--- config.mk ---
export PLATFORM = sky130hd
export DESIGN_NAME = hazard_stall_ctrl
export DESIGN_NICKNAME = d
export VERILOG_FILES = /design/src/rtl/hazard_stall_ctrl.sv
export SDC_FILE = /design/constraint.sdc
export NUM_CORES = 1
export LEC_CHECK = 0
export BUFFER_PORTS_ARGS = -buffer_cell sky130_fd_sc_hd__buf_4
export CAP_MARGIN = 10
export CORE_MARGIN = 2
export CORE_UTILIZATION = 43
export CTS_CLUSTER_SIZE = 28
export DETAILED_ROUTE_END_ITERATION = 10
export GPL_TIMING_DRIVEN = 0
export PLACE_DENSITY = 0.75
export SYNTH_ARGS = -nofsm -noshare
export SYNTH_HDL_FRONTEND = slang
export SYNTH_SLANG_ARGS = --single-unit
--- constraint.sdc ---
create_clock -name clk -period 2.2 [get_ports clk]
set_clock_uncertainty 0.15 [all_clocks]
set_input_delay 0.11 -clock clk [delete_from_list [all_inputs] [get_ports clk]]
set_output_delay 0.11 -clock clk [all_outputs]
set_load 0.01 [all_outputs]
--- src/rtl/hazard_stall_ctrl.sv ---
// Load-use hazard controller for a 5-stage RISC-V pipeline: detects load-use
// hazards, inserts LU_CYCLES bubbles, lets taken branches flush and dmem_busy freeze.
module hazard_stall_ctrl #(
  parameter int REG_ADDR_W = 5,
  parameter int LU_CYCLES  = 1,
  parameter int CNT_W      = 16
) (
  input  logic                  clk,
  input  logic                  rst_n,
  input  logic                  id_ex_mem_read,
  input  logic [REG_ADDR_W-1:0] id_ex_rd,
  input  logic [REG_ADDR_W-1:0] if_id_rs1,
  input  logic [REG_ADDR_W-1:0] if_id_rs2,
  input  logic                  if_id_use_rs1,
  input  logic                  if_id_use_rs2,
  input  logic                  branch_taken,
  input  logic                  dmem_busy,
  input  logic                  stat_clr,
  output logic                  pc_write,
  output logic                  if_id_write,
  output logic                  if_id_flush,
  output logic                  id_ex_bubble,
  output logic                  pipe_hold,
  output logic                  stall,
  output logic [CNT_W-1:0]      stall_events
);

  localparam int CW = (LU_CYCLES > 1) ? $clog2(LU_CYCLES + 1) : 1;

  typedef enum logic {RUN = 1'b0, LU_STALL = 1'b1} state_e;

  state_e          state_q, state_d;
  logic [CW-1:0]   cnt_q, cnt_d;
  logic [CNT_W-1:0] ev_q, ev_d;
  logic            hz;
  logic            ev_inc;

  // Load-use hazard: x0 never creates a dependency, unused operands are ignored
  always_comb begin
    hz = id_ex_mem_read && (id_ex_rd != {REG_ADDR_W{1'b0}}) &&
         ((if_id_use_rs1 && (if_id_rs1 == id_ex_rd)) ||
          (if_id_use_rs2 && (if_id_rs2 == id_ex_rd)));
  end

  // Next-state and output decode; reset forces the run pattern regardless of inputs
  always_comb begin
    state_d      = state_q;
    cnt_d        = cnt_q;
    ev_inc       = 1'b0;
    pc_write     = 1'b1;
    if_id_write  = 1'b1;
    if_id_flush  = 1'b0;
    id_ex_bubble = 1'b0;
    pipe_hold    = 1'b0;
    stall        = 1'b0;
    if (!rst_n) begin
      state_d = RUN;
      cnt_d   = {CW{1'b0}};
    end else if (dmem_busy) begin
      pc_write    = 1'b0;
      if_id_write = 1'b0;
      pipe_hold   = 1'b1;
    end else if (branch_taken) begin
      if_id_flush  = 1'b1;
      id_ex_bubble = 1'b1;
      state_d      = RUN;
      cnt_d        = {CW{1'b0}};
    end else begin
      case (state_q)
        LU_STALL: begin
          pc_write     = 1'b0;
          if_id_write  = 1'b0;
          id_ex_bubble = 1'b1;
          stall        = 1'b1;
          cnt_d        = cnt_q - CW'(1);
          if (cnt_q == CW'(1)) begin
            state_d = RUN;
          end else begin
            state_d = LU_STALL;
          end
        end
        RUN: begin
          if (hz) begin
            pc_write     = 1'b0;
            if_id_write  = 1'b0;
            id_ex_bubble = 1'b1;
            stall        = 1'b1;
            ev_inc       = 1'b1;
            // A single-bubble configuration never leaves RUN
            if (LU_CYCLES > 1) begin
              state_d = LU_STALL;
              cnt_d   = CW'(LU_CYCLES - 1);
            end else begin
              state_d = RUN;
            end
          end else begin
            state_d = RUN;
          end
        end
        default: begin
          state_d = RUN;
          cnt_d   = {CW{1'b0}};
        end
      endcase
    end
  end

  // Saturating stall-entry counter; clear beats a coinciding increment
  always_comb begin
    ev_d = ev_q;
    if (stat_clr) begin
      ev_d = {CNT_W{1'b0}};
    end else if (ev_inc && !(&ev_q)) begin
      ev_d = ev_q + CNT_W'(1);
    end else begin
      ev_d = ev_q;
    end
  end

  // State, bubble counter and statistics registers
  always_ff @(posedge clk or negedge rst_n) begin
    if (!rst_n) begin
      state_q <= RUN;
      cnt_q   <= {CW{1'b0}};
      ev_q    <= {CNT_W{1'b0}};
    end else begin
      state_q <= state_d;
      cnt_q   <= cnt_d;
      ev_q    <= ev_d;
    end
  end

  assign stall_events = ev_q;

endmodule

==> run_summary.xml, run 1 <==
<?xml version="1.0" encoding="UTF-8"?>
<metrics>
  <group name="setup_path">
    <metric name="cp_max_fo" unit="">8</metric>
    <metric name="setup.worst_path.end_class" unit="">register</metric>
    <metric name="worst_path_largest_cell_delay" unit="ps">470</metric>
    <metric name="crit_slowest_cell" unit="">sky130_fd_sc_hd__dfrtp_2</metric>
    <metric name="worstPathArrival" unit="ps">2340</metric>
    <metric name="crit_path_start_kind" unit="">register</metric>
    <metric name="worst_setup_path_type" unit="">register to register</metric>
    <metric name="regToRegSetupSlack" unit="ps">-50</metric>
    <metric name="required" unit="ps">2280</metric>
    <metric name="path_cells" unit="">ha_2, nand3_4, nor3_4, or3b_4, buf_6, or4_4, a21oi_2</metric>
  </group>
  <group name="grt">
    <metric name="groute.layer.met3.usage" unit="%">2.093</metric>
    <metric name="grt_max_degree" unit="">19</metric>
    <metric name="global_route.usage.met2" unit="%">37.31</metric>
    <metric name="grt_pass1_wl" unit="mm">5.658</metric>
    <metric name="grt_antenna_before_repair" unit="">0</metric>
    <metric name="busiest_layer" unit="">met2</metric>
    <metric name="grt_usage" unit="%">22.40</metric>
    <metric name="grtUsageMet1" unit="%">28.90</metric>
    <metric name="vias_in_the_first_global_route" unit="">1225</metric>
    <metric name="grt.overflow.total" unit="">0</metric>
  </group>
  <group name="drt">
    <metric name="wl" unit="mm">3.506</metric>
    <metric name="vias_per_cell" unit="">5.819</metric>
    <metric name="first_iter_violations" unit="">54</metric>
    <metric name="firstDrtPassIters" unit="">4</metric>
    <metric name="route.antenna.remaining_nets" unit="">0</metric>
    <metric name="post_drt_wl_per_cell" unit="microns">15.86</metric>
    <metric name="dr_total_vias" unit="">1286</metric>
    <metric name="drc_errors" unit="">0</metric>
  </group>
  <group name="power">
    <metric name="power.density" unit="nW/um^2">363.4</metric>
    <metric name="power_leakage" unit="uW">0.0007986</metric>
    <metric name="worst_ir_drop_vdd" unit="uV">248.8</metric>
  </group>
  <group name="synthesis">
    <metric name="seq_total_area_yosys" unit="%">38.38</metric>
    <metric name="syn_avg_cell_area" unit="sq um">9.028</metric>
    <metric name="syn-num-nets" unit="">154</metric>
    <metric name="netlist_top_cells_area" unit="">sky130_fd_sc_hd__dfrtp_1 (38%), sky130_fd_sc_hd__xnor2_1 (7.5%), sky130_fd_sc_hd__or4_1 (5.1%)</metric>
    <metric name="synth_top_area_cell" unit="">sky130_fd_sc_hd__dfrtp_1</metric>
    <metric name="postSynthRegisterBits" unit="">18</metric>
    <metric name="yosysWarnings" unit="">0</metric>
    <metric name="yosys.area.top_type_share" unit="%">38.38</metric>
    <metric name="synth_area" unit="sq um">1174</metric>
    <metric name="netlist_instances" unit="">130</metric>
    <metric name="synth.distinct_cells" unit="">37</metric>
  </group>
  <group name="clock_network">
    <metric name="clkSlewWorstSetupHoldPaths" unit="ps">110</metric>
    <metric name="cts_root_buf" unit="">sky130_fd_sc_hd__clkbuf_4</metric>
    <metric name="clock_tree_from_tritoncts" unit="">built</metric>
    <metric name="worst_skew_pair_latency" unit="ps">300</metric>
    <metric name="cts_htree_levels" unit="">1</metric>
    <metric name="max-clock-path-buffers" unit="">2</metric>
    <metric name="num_cts_buffers" unit="">3</metric>
    <metric name="numClockSinks" unit="">18</metric>
  </group>
  <group name="place">
    <metric name="routabilityCongestion" unit="">0.7469</metric>
    <metric name="detailedPlacementHpwl" unit="mm">2.306</metric>
    <metric name="instance_count_after_placement_with_tap_cells_included" unit="">204</metric>
    <metric name="dp_worst_setup_slack" unit="ps">-282.9</metric>
    <metric name="numPortBuffers" unit="">44</metric>
  </group>
  <group name="min_path">
    <metric name="min-delay-path-class" unit="">input port to register</metric>
  </group>
  <group name="layout">
    <metric name="final_net_count" unit="">216</metric>
    <metric name="drive_above_1_share" unit="%">42.93</metric>
    <metric name="layout_filler_cell_count" unit="">192</metric>
    <metric name="area.sequential" unit="sq um">454.2</metric>
    <metric name="multi_input_comb_area" unit="sq um">789.5</metric>
    <metric name="post_layout_nonfiller_instances" unit="">221</metric>
    <metric name="layout-area-overhead-vs-synth" unit="%">53.20</metric>
    <metric name="layout.core_utilization" unit="%">71.28</metric>
    <metric name="count_of_antenna_diodes_in_the_layout" unit="">0</metric>
  </group>
  <group name="die">
    <metric name="fp.dieH" unit="microns">56.25</metric>
    <metric name="die_width" unit="microns">56.25</metric>
    <metric name="floorplan.rows" unit="">18</metric>
    <metric name="floorplan.initialDensity" unit="%">46.53</metric>
    <metric name="die_area" unit="sq um">3164</metric>
    <metric name="io_pins" unit="">45</metric>
    <metric name="floorplan.core_area" unit="sq um">2522</metric>
  </group>
  <group name="status">
    <metric name="run_status" unit="">finished, violations left</metric>
    <metric name="violations" unit="">setup timing</metric>
  </group>
  <group name="timing">
    <metric name="setup_viol" unit="">10</metric>
    <metric name="setup_total_negative_slack" unit="ps">-309.7</metric>
    <metric name="fmaxAchievable" unit="MHz">444.1</metric>
    <metric name="postLayoutSetupSlackWorst" unit="ps">-51.93</metric>
    <metric name="period_needed" unit="ps">2252</metric>
    <metric name="maxSlewHeadroom" unit="%">43.40</metric>
    <metric name="timing_worst_slew_pin_value" unit="ps">846.2</metric>
    <metric name="rsz0062_at_grt" unit="">true</metric>
    <metric name="final_number_of_max_transition_violations" unit="">0</metric>
    <metric name="whs" unit="ps">24.40</metric>
    <metric name="hold_viol" unit="">0</metric>
    <metric name="layout_worst_path_cycle_share" unit="%">102.4</metric>
  </group>
  <group name="flow_run">
    <metric name="max_cap_viol_count" unit="">0</metric>
  </group>
</metrics>
synthesized netlist by cell type (all sizes together):
master / instances
nand3b: 1
buf: 3
and2b: 1
inv: 2
xor2: 4
dfrtp: 18
o32ai: 1
nand4: 8
or3: 2
xnor2: 10
o31ai: 4
or4b: 1
clkbuf: 2
nor4: 2
and2: 3
nor2: 10
or3b: 1
or2: 1
mux2: 2
and3: 1
a21boi: 2
mux2i: 1
or4: 8
nor2b: 5
nor4b: 1
a21oi: 7
o22ai: 1
nand2b: 1
o21ai: 8
nand3: 5
o211a: 1
ha: 1
nor3: 1
nand2: 11
cells by family after synthesis:
group,after synthesis,synth area share (%)
multiplexers,3,2.772
adder cells (fa/ha/maj),1,1.066
flip-flops,18,38.38
AO/OA/AOI/OAI,24,13.01
AND/OR/NAND/NOR,63,31.03
buffers and inverters,7,3.305
XOR/XNOR,14,10.45
registers in the layout (all words and copies together) (netlist names):
signal        flops
cnt_q             1
state_q           1
stall_events     16
repair_timing:
item | 4_1_cts | 5_1_grt
hold endpoints to repair | 22 | 0
endpoints found under the setup margin | 13 | 16
pin swaps | 4 | 3
cloned | 1 | 0
gates resized for setup | 16 | 9
setup buffers | 5 | 3
hold buffers | 4 | 0
critical path, delay by kind of cell (launching register included):
family,cells,cell delay [ps]
AOI/OAI and AO/OA,1,140
adders and majority gates,1,230
buffers and inverters,1,150
DFF,1,470
and+or+nand+nor,4,1050
report_power, final:
group	switching (uW)	internal (uW)	leakage [uW]
registers	0.116	331	0.000247
clock network	111	101	0.0000210
logic	51.2	59.3	0.000531
metal layers:
metal  part of all wire [%]  vias up
met4                    2.4        0
met3                    5.4       11
met1                     41      615
li1                       -      599
met2                     51       61
met5                      0        -
cell usage in the layout (no fill, tap or decap), types with 5 or more instances in the layout:
cell type	n
sky130_fd_sc_hd__nand4_1	8
sky130_fd_sc_hd__nand2_1	10
sky130_fd_sc_hd__buf_4	53
sky130_fd_sc_hd__xnor2_1	10
sky130_fd_sc_hd__nor2_1	9
sky130_fd_sc_hd__nor2b_1	5
sky130_fd_sc_hd__dfrtp_1	15
sky130_fd_sc_hd__a21oi_1	6
sky130_fd_sc_hd__or4_1	7
sky130_fd_sc_hd__o21ai_0	5
path summary, 6_finish.rpt:
path | from | endpoint | cells past startpoint
min in group asynchronous | rst_n | stall_events[4] | 2
max in group asynchronous | rst_n | stall_events[1] | 2
min reg2reg | stall_events[4] | stall_events[4] | 2
max | stall_events[0] | stall_events[10] | 7
max reg2reg | stall_events[0] | stall_events[10] | 7
min | branch_taken | cnt_q | 4
layout make-up:
type	instances	area share, %
buffer	5	1.879
tap	30	2.088
inverter	2	0.4175
timing repair buffer	57	24.43
clock buffer	4	2.018
multi-input combinational	105	43.91
sequential	18	25.26
per-stage QoR:
| stage | power (uW) | instance area, sq um |
|---|---|---|
| 4_1_cts | 650.1 | 1749 |
| 3_5_place_dp | 435.2 | 1555 |
| 5_1_grt | 678.3 | 1798 |
| 2_1_floorplan | 376.5 | 1187 |
| 6_report | 653.4 | 1798 |
| 3_3_place_gp | 432.2 | 1555 |
Note: power is estimated with default switching activity, not from simulation.
==> inputs of run 2 (changes only) <==
Settings changed: CORE_UTILIZATION 43 to 45, CTS_BUF_LIST set to sky130_fd_sc_hd__clkbuf_4 sky130_fd_sc_hd__clkbuf_8, PLACE_DENSITY 0.75 to 0.78.
==> run 2 against run 1 <==
Effect of this change:
- the run still ends with setup timing left
- sequential power about the same
- register-to-register slack got worse by 50 ps
- highest routed layer unchanged
- hold slack improved by 5.1 ps
- die area decreased by 4.1%
- non-clock buffer count decreased by 3
- wire length decreased by 8.7%
==> run_summary.xml, run 2 (synthesis results as in run 1) <==
<?xml version="1.0" encoding="UTF-8"?>
<metrics>
  <group name="status">
    <metric name="run_status" unit="">finished, violations left</metric>
    <metric name="violations" unit="">setup timing</metric>
  </group>
  <group name="die">
    <metric name="die_area" unit="sq um">3033</metric>
    <metric name="floorplan.initialDensity" unit="%">47.37</metric>
    <metric name="io_pins" unit="">45</metric>
    <metric name="floorplan.rows" unit="">18</metric>
    <metric name="floorplan.core_area" unit="sq um">2477</metric>
    <metric name="die_width" unit="microns">55.07</metric>
    <metric name="fp.dieH" unit="microns">55.07</metric>
  </group>
  <group name="setup_path">
    <metric name="r2r.worst_path.cells" unit="">8</metric>
    <metric name="critPathLaunch" unit="">state_q</metric>
    <metric name="cp_max_fo" unit="">10</metric>
    <metric name="required" unit="ps">2220</metric>
    <metric name="setup.worst_path.end_class" unit="">register</metric>
    <metric name="reg2reg_from" unit="">state_q</metric>
    <metric name="crit_path_start_kind" unit="">register</metric>
    <metric name="regToRegSetupSlack" unit="ps">-100</metric>
    <metric name="worstPathArrival" unit="ps">2320</metric>
    <metric name="critical_path.endpoint" unit="">stall_events[10]</metric>
    <metric name="r2r-end" unit="">stall_events[10]</metric>
    <metric name="worst_setup_path_type" unit="">register to register</metric>
  </group>
  <group name="clock_network">
    <metric name="num_cts_buffers" unit="">3</metric>
    <metric name="worst_skew_pair_latency" unit="ps">290</metric>
    <metric name="max-clock-path-buffers" unit="">2</metric>
    <metric name="cts_htree_levels" unit="">1</metric>
    <metric name="cts_root_buf" unit="">sky130_fd_sc_hd__clkbuf_4</metric>
    <metric name="numClockSinks" unit="">18</metric>
    <metric name="clkSlewWorstSetupHoldPaths" unit="ps">100</metric>
    <metric name="clock_tree_from_tritoncts" unit="">built</metric>
  </group>
  <group name="timing">
    <metric name="postLayoutSetupSlackWorst" unit="ps">-99.67</metric>
    <metric name="rsz0062_at_grt" unit="">true</metric>
    <metric name="final_number_of_max_transition_violations" unit="">0</metric>
    <metric name="setup_viol" unit="">8</metric>
    <metric name="fmaxAchievable" unit="MHz">434.8</metric>
    <metric name="period_needed" unit="ps">2300</metric>
    <metric name="hold_viol" unit="">0</metric>
    <metric name="timing_worst_slew_pin_value" unit="ps">825.4</metric>
    <metric name="setup_total_negative_slack" unit="ps">-412.1</metric>
    <metric name="layout_worst_path_cycle_share" unit="%">104.5</metric>
    <metric name="maxSlewHeadroom" unit="%">44.79</metric>
  </group>
  <group name="drt">
    <metric name="vias_per_cell" unit="">5.636</metric>
    <metric name="route.antenna.remaining_nets" unit="">0</metric>
    <metric name="post_drt_wl_per_cell" unit="microns">14.76</metric>
    <metric name="wl" unit="mm">3.202</metric>
    <metric name="drc_errors" unit="">0</metric>
    <metric name="dr_total_vias" unit="">1223</metric>
    <metric name="first_iter_violations" unit="">35</metric>
    <metric name="firstDrtPassIters" unit="">4</metric>
  </group>
  <group name="grt">
    <metric name="vias_in_the_first_global_route" unit="">1089</metric>
    <metric name="grt.overflow.total" unit="">0</metric>
    <metric name="grt_max_degree" unit="">19</metric>
    <metric name="grt_pass1_wl" unit="mm">4.885</metric>
    <metric name="grt_antenna_before_repair" unit="">0</metric>
    <metric name="grt_usage" unit="%">22.49</metric>
  </group>
  <group name="place">
    <metric name="place_area" unit="sq um">1555</metric>
    <metric name="routabilityCongestion" unit="">0.7240</metric>
    <metric name="numPortBuffers" unit="">44</metric>
    <metric name="detailedPlacementHpwl" unit="mm">2.231</metric>
    <metric name="dp_worst_setup_slack" unit="ps">-312.5</metric>
  </group>
  <group name="power">
    <metric name="power_leakage" unit="uW">0.0007638</metric>
    <metric name="worst_ir_drop_vdd" unit="uV">243.6</metric>
    <metric name="power.density" unit="nW/um^2">345.2</metric>
  </group>
  <group name="layout">
    <metric name="count_of_antenna_diodes_in_the_layout" unit="">0</metric>
    <metric name="postLayoutCellArea" unit="sq um">1735</metric>
    <metric name="drive_above_1_share" unit="%">39.04</metric>
    <metric name="final_net_count" unit="">213</metric>
    <metric name="most-common-layout-cells" unit="">sky130_fd_sc_hd__buf_4 (51), sky130_fd_sc_hd__dfrtp_1 (18), sky130_fd_sc_hd__xnor2_1 (10), sky130_fd_sc_hd__nand2_1 (10), sky130_fd_sc_hd__nor2_1 (9)</metric>
    <metric name="layout.core_utilization" unit="%">70.05</metric>
    <metric name="layout-area-overhead-vs-synth" unit="%">47.87</metric>
    <metric name="mostFrequentLayoutCell" unit="">sky130_fd_sc_hd__buf_4</metric>
    <metric name="number_of_flip_flops_in_the_largest_register" unit="">16</metric>
  </group>
  <group name="flow_run">
    <metric name="max_cap_viol_count" unit="">0</metric>
  </group>
  <group name="min_path">
    <metric name="min-delay-path-class" unit="">input port to register</metric>
  </group>
</metrics>
## run 2: cell types whose count changed in the layout (fill, tap and decap cells not counted), sizes merged
cell / previous run / this run
buf: 56 / 53
clkbuf: 6 / 5
## run 2: worst max-delay path, stage by stage, from the launching register on
cell and delay, ps:
sky130_fd_sc_hd__dfrtp_1 420, sky130_fd_sc_hd__nor2_4 150, sky130_fd_sc_hd__nand2_2 80, sky130_fd_sc_hd__o32ai_4 240, sky130_fd_sc_hd__or3b_4 450, sky130_fd_sc_hd__buf_6 160, sky130_fd_sc_hd__buf_6 140, sky130_fd_sc_hd__o31ai_1 280
sky130_fd_sc_hd__a21oi_2 100
## run 2: final cells by class
class / count / area [sq um]
plain buffers: 5 / 37.54
well taps: 30 / 37.54
clock buffers: 3 / 22.52
fillers: 197 / 742.0
flip-flops and latches: 18 / 450.4
inverters: 2 / 7.507
repair buffers: 54 / 415.4
multi-input cells: 105 / 764.5
## run 2: power breakdown
| part | leakage, uW | switching (uW) | internal (uW) |
|---|---|---|---|
| clock | 0.0000138 | 96.6 | 63.6 |
| sequential | 0.000252 | 0.0436 | 331 |
| combinational | 0.000498 | 49.8 | 58.3 |
| total | 0.000764 | 146 | 453 |
## run 2: what timing repair did
item / in CTS / in global routing
hold buffers: 4 / 0
hold endpoints to repair: 22 / 0
gates resized for setup: 9 / 7
pin swaps: 6 / 2
buffers inserted: 5 / 1
endpoints found under the setup margin: 13 / 16
## run 2: stage by stage
step	power, uW	cells	hold slack, ps
2_1_floorplan	376.5	130	-335.6
3_3_place_gp	431.4	204	-145.3
3_5_place_dp	434.8	204	-141.2
4_1_cts	601.4	216	22.44
5_1_grt	631.0	217	61.79
6_report	599.0	217	29.47
## run 2: worst min path at each step
stage,startpoint,end,slack [ps],depth (start not counted)
2_1_floorplan,rst_n,cnt_q,-340,0
3_3_place_gp,rst_n,stall_events[0],-150,1
3_5_place_dp,rst_n,stall_events[0],-140,1
4_1_cts,branch_taken,cnt_q,20,4
5_1_grt,branch_taken,cnt_q,60,4
6_report,branch_taken,cnt_q,30,4
## run 2: metal layers
metal,vias up,track usage [%],wire length (microns)
met5,-,0,0
met2,44,38.29,1629
met3,7,3.226,155
met4,0,7.317,58
li1,592,-,-
met1,580,29.17,1358
